$ cat src/rtl/bus_slave_port.sv
// Serial slave port: shifts in address/write data, issues one memory request per beat, shifts read data out MSB first.
// Latency: ADN (+N) serial cycles to request, then mem_ack wait; stalls on validIn=0, holds request until mem_ack.
module bus_slave_port #(
    parameter int ADN = 12,
    parameter int N   = 8
) (
    input  logic           clk,
    input  logic           reset,
    input  logic           validIn,
    input  logic           wren,
    input  logic           Address,
    input  logic           DataIn,
    input  logic           BurstEn,
    output logic           ready,
    output logic           validOut,
    output logic           DataOut,
    output logic [ADN-1:0] mem_addr,
    output logic [N-1:0]   mem_wdata,
    output logic           mem_we,
    output logic           mem_re,
    input  logic [N-1:0]   mem_rdata,
    input  logic           mem_ack,
    output logic [2:0]     state_out
);
    localparam logic [2:0] S_IDLE   = 3'd0;
    localparam logic [2:0] S_ADDR   = 3'd1;
    localparam logic [2:0] S_WDATA  = 3'd2;
    localparam logic [2:0] S_MEMREQ = 3'd3;
    localparam logic [2:0] S_RDATA  = 3'd4;

    localparam int             CW        = $clog2(((ADN > N) ? ADN : N) + 1);
    localparam logic [CW-1:0]  ADDR_LAST = CW'(ADN - 1);
    localparam logic [CW-1:0]  DATA_LAST = CW'(N - 1);
    localparam logic [CW-1:0]  CNT_ONE   = CW'(1);
    localparam logic [ADN-1:0] ADDR_INC  = ADN'(1);

    logic [2:0]     r_state;
    logic [2:0]     w_next;
    logic [CW-1:0]  r_cnt;
    logic [ADN-1:0] r_addr;
    logic [N-1:0]   r_wdata;
    logic [N-1:0]   r_rdata;
    logic           r_wren;

    always_ff @(posedge clk or negedge reset) begin
        if (!reset) begin
            r_state <= S_IDLE;
        end else begin
            r_state <= w_next;
        end
    end

    always_comb begin
        w_next = r_state;
        case (r_state)
            S_IDLE:   if (validIn) w_next = S_ADDR;
            S_ADDR:   if (validIn && (r_cnt == ADDR_LAST)) w_next = r_wren ? S_WDATA : S_MEMREQ;
            S_WDATA:  if (validIn && (r_cnt == DATA_LAST)) w_next = S_MEMREQ;
            S_MEMREQ: begin
                if (mem_ack) begin
                    if (!r_wren)      w_next = S_RDATA;
                    else if (BurstEn) w_next = S_WDATA;
                    else              w_next = S_IDLE;
                end
            end
            S_RDATA:  if (r_cnt == DATA_LAST) w_next = BurstEn ? S_MEMREQ : S_IDLE;
            default:  w_next = S_IDLE;
        endcase
    end

    always_comb begin
        ready     = (r_state == S_IDLE);
        validOut  = (r_state == S_RDATA);
        DataOut   = validOut & r_rdata[N-1];
        mem_we    = (r_state == S_MEMREQ) &  r_wren;
        mem_re    = (r_state == S_MEMREQ) & ~r_wren;
        state_out = r_state;
    end

    assign mem_addr  = r_addr;
    assign mem_wdata = r_wdata;

    // Burst beats reuse r_addr in place; the increment wraps naturally at ADN bits.
    always_ff @(posedge clk or negedge reset) begin
        if (!reset) begin
            r_cnt   <= '0;
            r_addr  <= '0;
            r_wdata <= '0;
            r_rdata <= '0;
            r_wren  <= 1'b0;
        end else begin
            case (r_state)
                S_IDLE: begin
                    if (validIn) begin
                        r_addr <= {{(ADN-1){1'b0}}, Address};
                        r_wren <= wren;
                        r_cnt  <= CNT_ONE;
                    end
                end
                S_ADDR: begin
                    if (validIn) begin
                        r_addr <= {r_addr[ADN-2:0], Address};
                        r_cnt  <= (r_cnt == ADDR_LAST) ? '0 : r_cnt + CNT_ONE;
                    end
                end
                S_WDATA: begin
                    if (validIn) begin
                        r_wdata <= {r_wdata[N-2:0], DataIn};
                        r_cnt   <= (r_cnt == DATA_LAST) ? '0 : r_cnt + CNT_ONE;
                    end
                end
                S_MEMREQ: begin
                    if (mem_ack) begin
                        r_cnt <= '0;
                        if (!r_wren)      r_rdata <= mem_rdata;
                        else if (BurstEn) r_addr  <= r_addr + ADDR_INC;
                    end
                end
                S_RDATA: begin
                    r_rdata <= {r_rdata[N-2:0], 1'b0};
                    if (r_cnt == DATA_LAST) begin
                        r_cnt <= '0;
                        if (BurstEn) r_addr <= r_addr + ADDR_INC;
                    end else begin
                        r_cnt <= r_cnt + CNT_ONE;
                    end
                end
                default: r_cnt <= '0;
            endcase
        end
    end
endmodule

$ cat config.mk
export PLATFORM = sky130hd
export DESIGN_NAME = bus_slave_port
export DESIGN_NICKNAME = d
export VERILOG_FILES = /design/src/rtl/bus_slave_port.sv
export SDC_FILE = /design/constraint.sdc
export NUM_CORES = 1
export LEC_CHECK = 0
export BUFFER_PORTS_ARGS = -buffer_cell sky130_fd_sc_hd__buf_2
export CAP_MARGIN = 10
export CELL_PAD_IN_SITES_DETAIL_PLACEMENT = 1
export CELL_PAD_IN_SITES_GLOBAL_PLACEMENT = 2
export CORE_MARGIN = 5
export CORE_UTILIZATION = 33
export CTS_CLUSTER_DIAMETER = 200
export DETAILED_ROUTE_END_ITERATION = 12
export PLACE_DENSITY_LB_ADDON = 0.25
export SLEW_MARGIN = 20
export SYNTH_ARGS = -nofsm -noshare
export SYNTH_HDL_FRONTEND = slang
export SYNTH_SLANG_ARGS = --single-unit
export TNS_END_PERCENT = 1
$ cat constraint.sdc
create_clock -name clk -period 2.31 [get_ports clk]
set_clock_uncertainty 0.2 [all_clocks]
set_input_delay 0.231 -clock clk [delete_from_list [all_inputs] [get_ports clk]]
set_output_delay 0.231 -clock clk [all_outputs]
set_load 0.03 [all_outputs]
# Word level (Yosys, flattened, before mapping)
# Cells that the tools add are included.
[op_classes]
n_mul = 0
shifts = 0
mux = 27
addsub = 2
n_reduce_logical = 11
n_eq_ne = 15
order_cmp = 0
n_div = 0
bitwise = 4
[ops]
columns = ["op", "count"]
rows = [
  ["$mux 12", 6],
  ["$pmux 12 s4", 1],
  ["$mux 4", 6],
  ["$pmux 4 s5", 1],
  ["$mux 3", 6],
  ["$mux 8", 2],
  ["$ne 2x2->1 const B", 8],
  ["$pmux 8 s2", 1],
  ["$pmux 3 s5", 1],
  ["$add 12x1->12 const B", 1],
  ["$eq 3x2->1 const B", 2],
  ["$reduce_and 6->1", 1],
  ["$reduce_and 5->1", 1],
  ["$add 4x1->4 const B", 1],
  ["$eq 4x3->1 const B", 1],
  ["$eq 4x4->1 const B", 1],
  ["$mux 2", 2],
  ["$reduce_and 2->1", 2],
  ["$reduce_and 4->1", 1],
  ["$reduce_bool 4->1", 1],
  ["$and 1x1->1", 3],
  ["$eq 3x1->1 const B", 1],
  ["$eq 3x3->1 const B", 1],
  ["$logic_not 3->1", 1],
  ["6 further kinds", 7],
]
[totals]
ff_bits = 36
output_inout_bits = 28
elab_cells = 65
n_memories = 0
romBits = 0
ramBits = 0
latchBits = 0

# Longest topological paths before layout
[logic_depth]
ltp_word = 5
mapped_depth = 7
ltp_nobuf = 6

# Worst setup path before layout
# OpenSTA, ideal clock, no wires.
[synth_timing]
kind = "reg2reg"
startpoint = "register r_state[1], in the netlist state_out[1]"
endpoint = "register r_rdata[0]"
path_buffers = 2
setup_time_ps = 137
path_stages_with_launch = 8
setup_slack_ps = 112
period_less_slack_ps = 2198
arrival_time_ps = 1861
required_ps = 1973
cell_sequence = "dfrtp_1 > buf_4 > nand2_1 > nor3_2 > a21oi_1 > buf_2 > nand2_1 > o21ai_0"
[synth_via]
elab_chain_len = 3
[synth_lines]
columns = ["element", "line_no", "rtl"]
rows = [
  ["start: declaration", "37", "logic [2:0] r_state;"],
  ["start signal: assignment", "49", "r_state <= w_next;"],
  ["$eq 3x2->1 / $eq 3x3->1 (equally long branches)", "92", "case (r_state)"],
  ["$ne 2x2->1 (no source line) / $reduce_bool 2->1 (equally long branches)", "n/a", ""],
  ["$reduce_and 3->1 (no source line)", "n/a", ""],
  ["end signal: assignment", "115", "if (!r_wren) r_rdata <= mem_rdata;"],
  ["end signal: assignment", "120", "r_rdata <= {r_rdata[N-2:0], 1'b0};"],
  ["end: declaration", "42", "logic [N-1:0] r_rdata;"],
]
# Parallel ways exist; a longest one is shown, timed or not.
# A chain may end at the register's enable or synchronous reset.

# Worst setup path after layout
[layout_timing]
startpoint = "register r_state[1], in the netlist state_out[1]"
endpoint = "output port DataOut"
[layout_via]
elab_chain_len = 2
[layout_lines]
columns = ["element", "line_no", "rtl"]
rows = [
  ["$eq 3x3->1", "73", "validOut = (r_state == S_RDATA);"],
  ["$and 1x1->1", "74", "DataOut = validOut & r_rdata[N-1];"],
  ["end: declaration", "16", "output logic DataOut,"],
]
# Every way passes these cells.

==> results.md <==
- Vias/cell: 5.297
- CTS sink cnt: 36
- Worst vdd ir: 442.2 uV
- Sequential fraction of the synthesis area: 44.17%
- Placed cell area: 2381 um^2
- Drt wl/cell: 15.19 um
- Crit. End Element: primary output
- Startpoint types: flip-flop
- Die ar.: 7853 um^2
- Arrival time worst endpoint: 1.72 ns
- First-pass GRT wire length: 9039 um
- CTS tree: done
- Fmax: 465.8 MHz
- Crit path kind: flip-flop to primary output
- HPWL after DPL: 3865 um
- Register bit total from synthesis: 36
- Post-Syn Nets: 239
- Register area: 902.1 um^2
- Die Height: 88.62 um
- Synth Cell Area: 2039 um^2
- Grt ovf: 0
- Final setup vio count: 0
- Design Area, Final: 2512 um^2
- First drt pass iteration count: 4
- Row count: 28
- CP max stage cell: dfrtp_1
- Most used DFF post-synth: dfrtp_1
- Routed WL: 5318 um
- Post-CTS setup buffers: 0
- Final min period: 2.147 ns
- Area Growth Syn to Fin: 23.19%
- Crit path from: state_out[1]
- Delay of the slowest critical-path stage: 0.58 ns
- Starting density of the core: 34.24%
- Max clock buf depth: 2
- Status: finished, final reports clean
- Hold WC Path Type: input pin to flip-flop
- Multi-input gate area: 1056 um^2
- Diodes inserted: 0
- Syn Area/Cell: 9.228 um^2
- Clock-pin slew on the worst setup and hold paths: 0.08 ns
- Gp weighted congestion: 0.7404
- Leakage: 1.157 nW
- Worst-path cell chain: nor3b_2 -> buf_4 -> and2_1 -> buf_2
- RSZ-0062 raised after global routing: false
- DRC: 0
- Ports: 44
- Netlist cell types: 49
- Clock Latency Late Sink: 0.29 ns
- Async set or reset register ratio after synthesis: 100.0%
- Number of global-route vias before repair: 1,885
- Via count: 1,854
- Layout cells sized above 1: 29.82%
- Initial antenna violation count: 0
- CTS Root Cell: clkbuf_8
- Final nets: 292
- Max Cap Violations: 0
- CP Capture Point: DataOut
- Slew @ Worst Pin: 0.8353 ns
- Final Slew Violations: 0
- Worst EP required: 1.88 ns
- First DRT Iteration DRCs: 47
- Pre-CTS setup slack: 0.1437 ns
- Core ar.: 5956 um^2
- Post-DRT Antenna Nets: 0
- Final period utilization: 92.95%
- All-layer global routing usage: 14.46%
- FILL cells: 729
- Critical path peak fanout: 18
- R2R Setup Slk: 0.19 ns
- Largest net degree at the start of global routing: 37
- Kind of cell adding the most delay to the critical path: flip-flops
- Ys Warns: 0
- Max_slew headroom: 44.31%
- PortBufs: 43
- H-tree levels: 2
- Power Density: 1177 nW/um^2
- Worst r2r src: state_out[1]
- Crit path buffers/inverters: 2
- Die W: 88.62 um
- Worst reg-to-reg path cell count: 7
- Worst R2R End: mem_addr[3]
- Clock buffer count from CTS: 5
- Number of enable flip-flop cells after synthesis: 0
- Mapped Cells: 221
- Final Hold Fails: 0
- Setup TNS: 0 ns
- Final worst setup slack: 0.1630 ns
- Stages on worst setup path: 4
==> power by group <==
part | internal (W) | switching [W]
logic | 0.000561 | 0.000820
clock network | 0.000242 | 0.000243
registers | 0.000826 | 0.000267
==> synth_stat cells (3+ instances only) <==
library cell / instances / area share [%]
nand2b_1: 4 / 1.2
inv_1: 6 / 1.1
dfrtp_1: 36 / 44
a22oi_1: 4 / 1.5
nor2_1: 14 / 2.6
buf_2: 4 / 0.98
mux2_2: 9 / 5.0
o21ai_0: 34 / 8.3
buf_4: 4 / 1.5
mux2i_1: 7 / 3.4
a31oi_1: 4 / 1.2
a21oi_1: 6 / 1.5
nand3_1: 6 / 1.5
nor3_1: 8 / 2.0
nand2_1: 27 / 5.0
nor2b_1: 4 / 1.2
a32oi_1: 3 / 1.3
==> per-layer routing <==
metal  part of all wire, %  global-route usage, %  wire [um]
met1                    49                  18.87       2606
met2                    46                  24.27       2432
met3                   4.5                  2.980        237
met4                  0.79                  4.121         42
met5                     0                      0          0
==> worst min path at each step <==
stage                             from           end  slack (ns)  cells after the start
after floorplan                  reset   mem_addr[0]       -0.26                      0
after global placement           reset  mem_wdata[1]        0.19                      1
after detailed placement         reset  mem_wdata[0]        0.19                      1
after CTS                      mem_ack  state_out[2]        0.01                      3
after global routing           mem_ack  state_out[2]        0.03                      3
final                     mem_rdata[5]    r_rdata[5]        0.02                      3
==> cell type report <==
| type | instances | share of cell area [%] |
|---|---|---|
| multi-input combinational | 168 | 42.03 |
| sequential | 36 | 35.91 |
| timing repair buffer | 57 | 13.55 |
| tap | 75 | 3.735 |
| clock buffer | 6 | 3.287 |
| inverter | 6 | 0.8964 |
| clock inverter | 2 | 0.5976 |
==> per-stage QoR <==
step	std cells	hold slack [ns]	utilization [%]	power, W
after floorplan	221	-0.2646	-	0.002036
after global placement	339	0.1916	39.98	0.002463
after detailed placement	339	0.1931	39.98	0.002494
after CTS	350	0.01288	42.14	0.003000
after global routing	350	0.03174	42.18	0.003213
final	350	0.02166	42.18	0.002958
==> worst register-to-register path: stages, from the launching register on <==
cell	delay (ns)
dfrtp_1	0.58
nor3b_2	0.28
buf_4	0.24
a21oi_2	0.04
buf_4	0.20
nor3_1	0.19
o21ai_0	0.12
o22ai_1	0.18
==> timing repair <==
action	CTS	global route
endpoints found under the setup margin	1	1
resized for setup	1	1
hold endpoints to repair	38	0
hold buffers	3	0
==> state kept, by name, summed over array words and instances (netlist names) <==
name,flops
state_out,3
r_wren,1
mem_addr,12
r_cnt,4
mem_wdata,8
r_rdata,8
==> layout by cell type (no fill, tap or decap), types with 3 or more instances in the layout <==
cell and n:
nor2b_1 3, a21oi_1 6, clkbuf_8 6, dfrtp_1 35, nand2_1 27, buf_4 10, inv_1 6, nor3_1 8
nor2_1 14, a22oi_1 4, nand3_1 6, o21ai_0 34, a32oi_1 3, a31oi_1 4, dlygate4sd3_1 3, mux2i_1 7
mux2_2 9, buf_2 43, nand2b_1 4
==> cell families (layout without fill, tap and decap cells) <==
| family | after synthesis | count (layout) | synth area share [%] |
|---|---|---|---|
| and+or+nand+nor | 79 | 79 | 19.45 |
| DFF | 36 | 36 | 44.17 |
| buffers and inverters | 17 | 71 | 4.172 |
| muxes | 16 | 16 | 8.405 |
| adders and majority gates | 2 | 2 | 1.227 |
| xor gates and xnor gates | 1 | 1 | 0.4295 |
| AOI/OAI and AO/OA | 70 | 70 | 22.15 |
Note: power is estimated with default switching activity, not from simulation.
